`src/rtl/rv32_pkg.sv`:
```
// Shared RV32 constants and the register-file write request record used by
// the write-port arbiter and its result buffer.
package rv32_pkg;
    localparam int unsigned XLEN       = 32;
    localparam int unsigned REG_ADDR_W = 5;
    localparam int unsigned NUM_REGS   = 32;
    localparam logic [REG_ADDR_W-1:0] REG_X0 = 5'd0;

    typedef struct packed {
        logic [REG_ADDR_W-1:0] waddr;
        logic [XLEN-1:0]       wdata;
    } rf_wr_req_t;
endpackage

```
`src/rtl/rf_wr_fifo.sv`:
```
// In-order synchronous FIFO for buffered register-file writes; depth must be
// a power of two so the pointers wrap naturally.
module rf_wr_fifo #(
    parameter int unsigned DEPTH = 2,
    parameter type entry_t = rv32_pkg::rf_wr_req_t
) (
    input  logic                   clk,
    input  logic                   rst_,
    input  logic                   push,
    input  entry_t                 wdata,
    input  logic                   pop,
    output entry_t                 rdata,
    output logic                   full,
    output logic                   empty,
    output logic [$clog2(DEPTH):0] count
);
    localparam int unsigned AW = $clog2(DEPTH);
    localparam logic [AW:0] DEPTH_C = (AW+1)'(DEPTH);

    entry_t        mem [DEPTH];
    logic [AW-1:0] wr_ptr;
    logic [AW-1:0] rd_ptr;
    logic          do_push;
    logic          do_pop;

    assign full    = (count == DEPTH_C);
    assign empty   = (count == '0);
    assign do_pop  = pop && !empty;
    assign do_push = push && (!full || do_pop);
    assign rdata   = mem[rd_ptr];

    always_ff @(posedge clk) begin
        if (do_push) begin
            mem[wr_ptr] <= wdata;
        end
    end

    always_ff @(posedge clk) begin
        if (rst_) begin
            wr_ptr <= '0;
            rd_ptr <= '0;
            count  <= '0;
        end else begin
            if (do_push) wr_ptr <= wr_ptr + 1'b1;
            if (do_pop)  rd_ptr <= rd_ptr + 1'b1;
            if (do_push && !do_pop)      count <= count + 1'b1;
            else if (do_pop && !do_push) count <= count - 1'b1;
        end
    end
endmodule

```
`src/rtl/rf_write_arbiter.sv`:
```
// Shares the register-file write port between WB (fixed priority) and a
// buffered long-latency unit; tracks pending destinations and starvation.
module rf_write_arbiter
    import rv32_pkg::*;
#(
    parameter int unsigned FIFO_DEPTH = 2,
    parameter int unsigned MAX_WAIT   = 4,
    parameter int unsigned DATA_W     = 32
) (
    input  logic                        clk,
    input  logic                        rst_,
    input  logic                        wb_we,
    input  logic [4:0]                  wb_waddr,
    input  logic [DATA_W-1:0]           wb_wdata,
    input  logic                        lu_valid,
    output logic                        lu_ready,
    input  logic [4:0]                  lu_waddr,
    input  logic [DATA_W-1:0]           lu_wdata,
    input  logic                        issue_valid,
    input  logic [4:0]                  issue_rd,
    output logic                        rf_we,
    output logic [4:0]                  rf_waddr,
    output logic [DATA_W-1:0]           rf_wdata,
    output logic [NUM_REGS-1:0]         rd_busy,
    output logic                        stall_req,
    output logic [$clog2(FIFO_DEPTH):0] fifo_count
);
    localparam int unsigned CW = $clog2(FIFO_DEPTH) + 1;
    localparam int unsigned WW = $clog2(MAX_WAIT + 1);
    localparam logic [CW-1:0] DEPTH_C    = CW'(FIFO_DEPTH);
    localparam logic [WW-1:0] MAX_WAIT_C = WW'(MAX_WAIT);

    rf_wr_req_t         lu_entry;
    rf_wr_req_t         head;
    rf_wr_req_t         out_q;
    logic               fifo_full;
    logic               fifo_empty;
    logic               wb_req;
    logic               lu_push;
    logic               pop;
    logic [WW-1:0]      wait_cnt;
    logic [WW-1:0]      wait_next;
    logic [CW-1:0]      count_next;
    logic [NUM_REGS-1:0] busy_next;

    // Writes to x0 are no-ops: WB yields its slot, long-unit results are dropped.
    assign wb_req   = wb_we && (wb_waddr != REG_X0);
    assign lu_ready = !fifo_full;
    assign lu_push  = lu_valid && lu_ready && (lu_waddr != REG_X0);
    assign pop      = !wb_req && !fifo_empty;
    assign lu_entry = '{waddr: lu_waddr, wdata: lu_wdata};

    assign rf_waddr = out_q.waddr;
    assign rf_wdata = out_q.wdata;

    rf_wr_fifo #(
        .DEPTH   (FIFO_DEPTH),
        .entry_t (rf_wr_req_t)
    ) u_fifo (
        .clk   (clk),
        .rst_  (rst_),
        .push  (lu_push),
        .wdata (lu_entry),
        .pop   (pop),
        .rdata (head),
        .full  (fifo_full),
        .empty (fifo_empty),
        .count (fifo_count)
    );

    always_comb begin
        count_next = fifo_count;
        if (lu_push && !pop)      count_next = fifo_count + 1'b1;
        else if (pop && !lu_push) count_next = fifo_count - 1'b1;

        wait_next = wait_cnt;
        if (fifo_empty || pop)          wait_next = '0;
        else if (wait_cnt != MAX_WAIT_C) wait_next = wait_cnt + 1'b1;

        // Clear before set so a same-edge issue to the committing rd keeps it busy.
        busy_next = rd_busy;
        if (pop) busy_next[head.waddr] = 1'b0;
        if (issue_valid && issue_rd != REG_X0) busy_next[issue_rd] = 1'b1;
        busy_next[0] = 1'b0;
    end

    always_ff @(posedge clk) begin
        if (rst_) begin
            rf_we     <= 1'b0;
            out_q     <= '0;
            rd_busy   <= '0;
            wait_cnt  <= '0;
            stall_req <= 1'b0;
        end else begin
            if (wb_req) begin
                rf_we <= 1'b1;
                out_q <= '{waddr: wb_waddr, wdata: wb_wdata};
            end else if (pop) begin
                rf_we <= 1'b1;
                out_q <= head;
            end else begin
                rf_we <= 1'b0;
            end
            rd_busy   <= busy_next;
            wait_cnt  <= wait_next;
            stall_req <= (wait_next == MAX_WAIT_C) || (count_next == DEPTH_C);
        end
    end
endmodule

```
`config.mk`:
```
export PLATFORM = sky130hd
export DESIGN_NAME = rf_write_arbiter
export DESIGN_NICKNAME = d
export VERILOG_FILES = /design/src/rtl/rv32_pkg.sv /design/src/rtl/rf_wr_fifo.sv /design/src/rtl/rf_write_arbiter.sv
export SDC_FILE = /design/constraint.sdc
export NUM_CORES = 1
export LEC_CHECK = 0
export CORE_MARGIN = 2
export CORE_UTILIZATION = 45
export DETAILED_ROUTE_END_ITERATION = 7
export MAX_ROUTING_LAYER = met4
export PLACE_DENSITY = 0.86
export RECOVER_POWER = 100
export SYNTH_ARGS = -nofsm -noshare
export SYNTH_HDL_FRONTEND = slang
export SYNTH_HIERARCHICAL = 1
export SYNTH_SLANG_ARGS = --single-unit
```
`constraint.sdc`:
```
create_clock -name clk -period 5.47 [get_ports clk]
set_input_delay 0.8205 -clock clk [delete_from_list [all_inputs] [get_ports clk]]
set_output_delay 0.8205 -clock clk [all_outputs]
set_load 0.03 [all_outputs]
```
==> reports/results.ini <==
[synthesis]
yosys.area.top_type=edfxtp_1
synthCells=515
synth.ff_latch_count=152
synth-edff-count=74
synth_top_area_frac=0.362
yosysSeqAreaShare=0.617
synthTopCellsByArea=edfxtp_1 36%, dfxtp_1 25%, mux2_2 7.0%
synth_warnings=6
synth_cell_types=43
syn_avg_cell_area_um2=11.9
async_flop_share=0
syn-num-nets=602
netlist_area_um2=6130
synth_top_flop_cell=dfxtp_1

[clock_tree]
clkLatencyLatePin_ps=410
numCtsBuffers=17
cts_sinks=152
path_clk_slew_ps=60
cts_hold_buf=0
cts_tree=yes
cts_buffer_depth=2
post_cts_resized=0
cts_setup_buffers=0
cts-root-buf=clkbuf_16
h-tree-depth=4

[sta]
timing.final.ws_setup_ps=1540
fin_crit_ps=3930
fin_setup_tns_ps=0
relSlewSlack=-0.132
fin_hold_ws_ps=479
rsz0062_at_grt=no
final_hold_viol_count=0
drv_slew=38
finClkSkew_ps=7.35
setup_viol=0
final.period_utilization=0.719
worst_pin_slew_ps=1700
fmax_ghz=0.254

[placement]
gp_congestion=0.861
dpl.cell_count=821
dp_hpwl_um=10000
place_ws_ps=1580
portBuffers=156

[detailed_routing]
drt_iter0_drc=289
drt-pass1-iter-count=5
detail-route-antenna-nets=0
vias=4569
routed_wl_um=14500
viasPerCell=5.34
drc_errors=0
post_drt_wl_per_cell_um=16.9

[floorplan]
die_w_um=121
start_util=0.461
ioPinCount=158
die_h_um=121
core.rowCount=42
core_um2=13300
die_area_um2=14600

[worst_setup_path]
crit_path_max_incr_delay_ps=970
end_kind=flip-flop
crit_required_ps=5500
worstPathMaxFanout=37
slowest_stage=nor2b_4
cp_cell_sequence=dlygate4sd3_1, or3_1, o31a_1, nor2_1, inv_1, a21boi_0, nor2b_4
crit_type=in -> reg
arrival_ps=3960
start_kind=input pin

[cells_and_area]
stdcell_count=856
fin_util=0.628
nNetsFinal=751
drive_gt1_frac=0.105
fillers=1011
areaGrowthSynthToFinish_pct=36.1

[pwr]
powerDensity_nw_per_um2=433
leakagePower_uw=0.00316
ir_drop_v=0.000278

[global_route]
antenna_found_initial=3
grt_pass1_vias=4508
grt_use_total=0.209
grt_pass1_wl_um=22600
grt_max_degree=80
grt_overflow=0

[status]
status=finished with violations
violations=max-capacitance violations, max-slew violations

[min_path]
hp-class=reg -> reg

[run]
drv_cap=1

-- layer usage --
metal  global-route usage  vias to the layer above  part of all wire
li1                     -                     2185                 -
met1                0.251                     2178              0.43
met2                0.339                      190              0.48
met3               0.0613                       16             0.071
met4               0.0727                        0             0.014
met5                    -                        -                 0
-- cell usage after synthesis (5+ instances only) --
cell type  instances
nor2b_1            5
o21ai_0            9
inv_1              5
nor2_1            58
a211oi_1          35
buf_2              5
o21ai_1           24
edfxtp_1          74
mux2i_1           36
nand2_1           39
clkbuf_1          15
dfxtp_1           78
mux2_2            38
a21oi_1           36
or3_4              5
nand2b_1           6
-- critical path, delay by kind of cell --
kind	cells	cell delay, ps
compound gates	2	820
simple gates	3	1700
buf+inv	2	610
-- cell families (layout without fill, tap and decap cells) --
kind of cell | after synthesis | in the layout | synth area share
xor gates and xnor gates | 4 | 4 | 0.00571
AOI/OAI and AO/OA | 111 | 111 | 0.112
muxes | 75 | 75 | 0.130
adders and majority gates | 3 | 3 | 0.00612
and+or+nand+nor | 135 | 135 | 0.103
DFF | 152 | 152 | 0.617
buffers and inverters | 34 | 196 | 0.0255
other | 1 | 4 | 0.000611
-- worst paths after layout --
check / start / slack [ps] / cells after the start / endpoint
hold reg to reg: rd_busy[22] / 480 / 2 / rd_busy[22]
hold / removal: rd_busy[22] / 480 / 2 / rd_busy[22]
setup reg to reg: flip-flop / 2130 / 5 / rd_busy[2]
setup / recovery: wb_waddr[3] / 1540 / 7 / u_fifo/mem[0][9]
-- metrics by stage --
step           area, µm²  power [µW]
2_1_floorplan       6130        2220
3_3_place_gp        7810        2540
3_5_place_dp        7810        2570
4_1_cts             8380        3690
5_1_grt             8350        3780
6_report            8350        3610
-- flip-flops by register name, summed over array words and instances (netlist names), named ones only --
register / cells
rd_busy: 31
rf_waddr: 5
rf_wdata: 32
rf_we: 1
stall_req: 1
u_fifo/count: 2
u_fifo/mem: 74
u_fifo/rd_ptr: 1
u_fifo/wr_ptr: 1
wait_cnt: 3
-- power breakdown --
part / internal [µW] / total, µW / switching [µW] / leakage (µW)
logic: 438 / 1020 / 580 / 0.00157
clock network: 669 / 1110 / 436 / 0.000262
registers: 1390 / 1490 / 97.4 / 0.00133
-- final cells by class --
class	instances	area [µm²]	area share
multi-input cells	329	2180	0.261
flip-flops and latches	152	3780	0.453
clock inverters	12	126	0.0151
clock buffers	20	437	0.0523
well taps	176	220	0.0264
diodes	3	7.51	0.000899
inverters	5	18.8	0.00225
repair buffers	159	1580	0.189
-- placed cells by master (no fill, tap or decap), types with 6 or more instances in the layout --
master           instances
dlygate4sd3_1          111
dfxtp_1                 78
clkbuf_16               17
mux2i_1                 36
nor2_1                  58
a211oi_1                35
clkdlybuf4s50_1         44
o21ai_0                 26
edfxtp_1                74
nand2_1                 39
or3_1                    9
o21ai_1                  7
nand2b_1                 6
mux2_2                  34
a21oi_1                 36
Note: power is estimated with default switching activity, not from simulation.
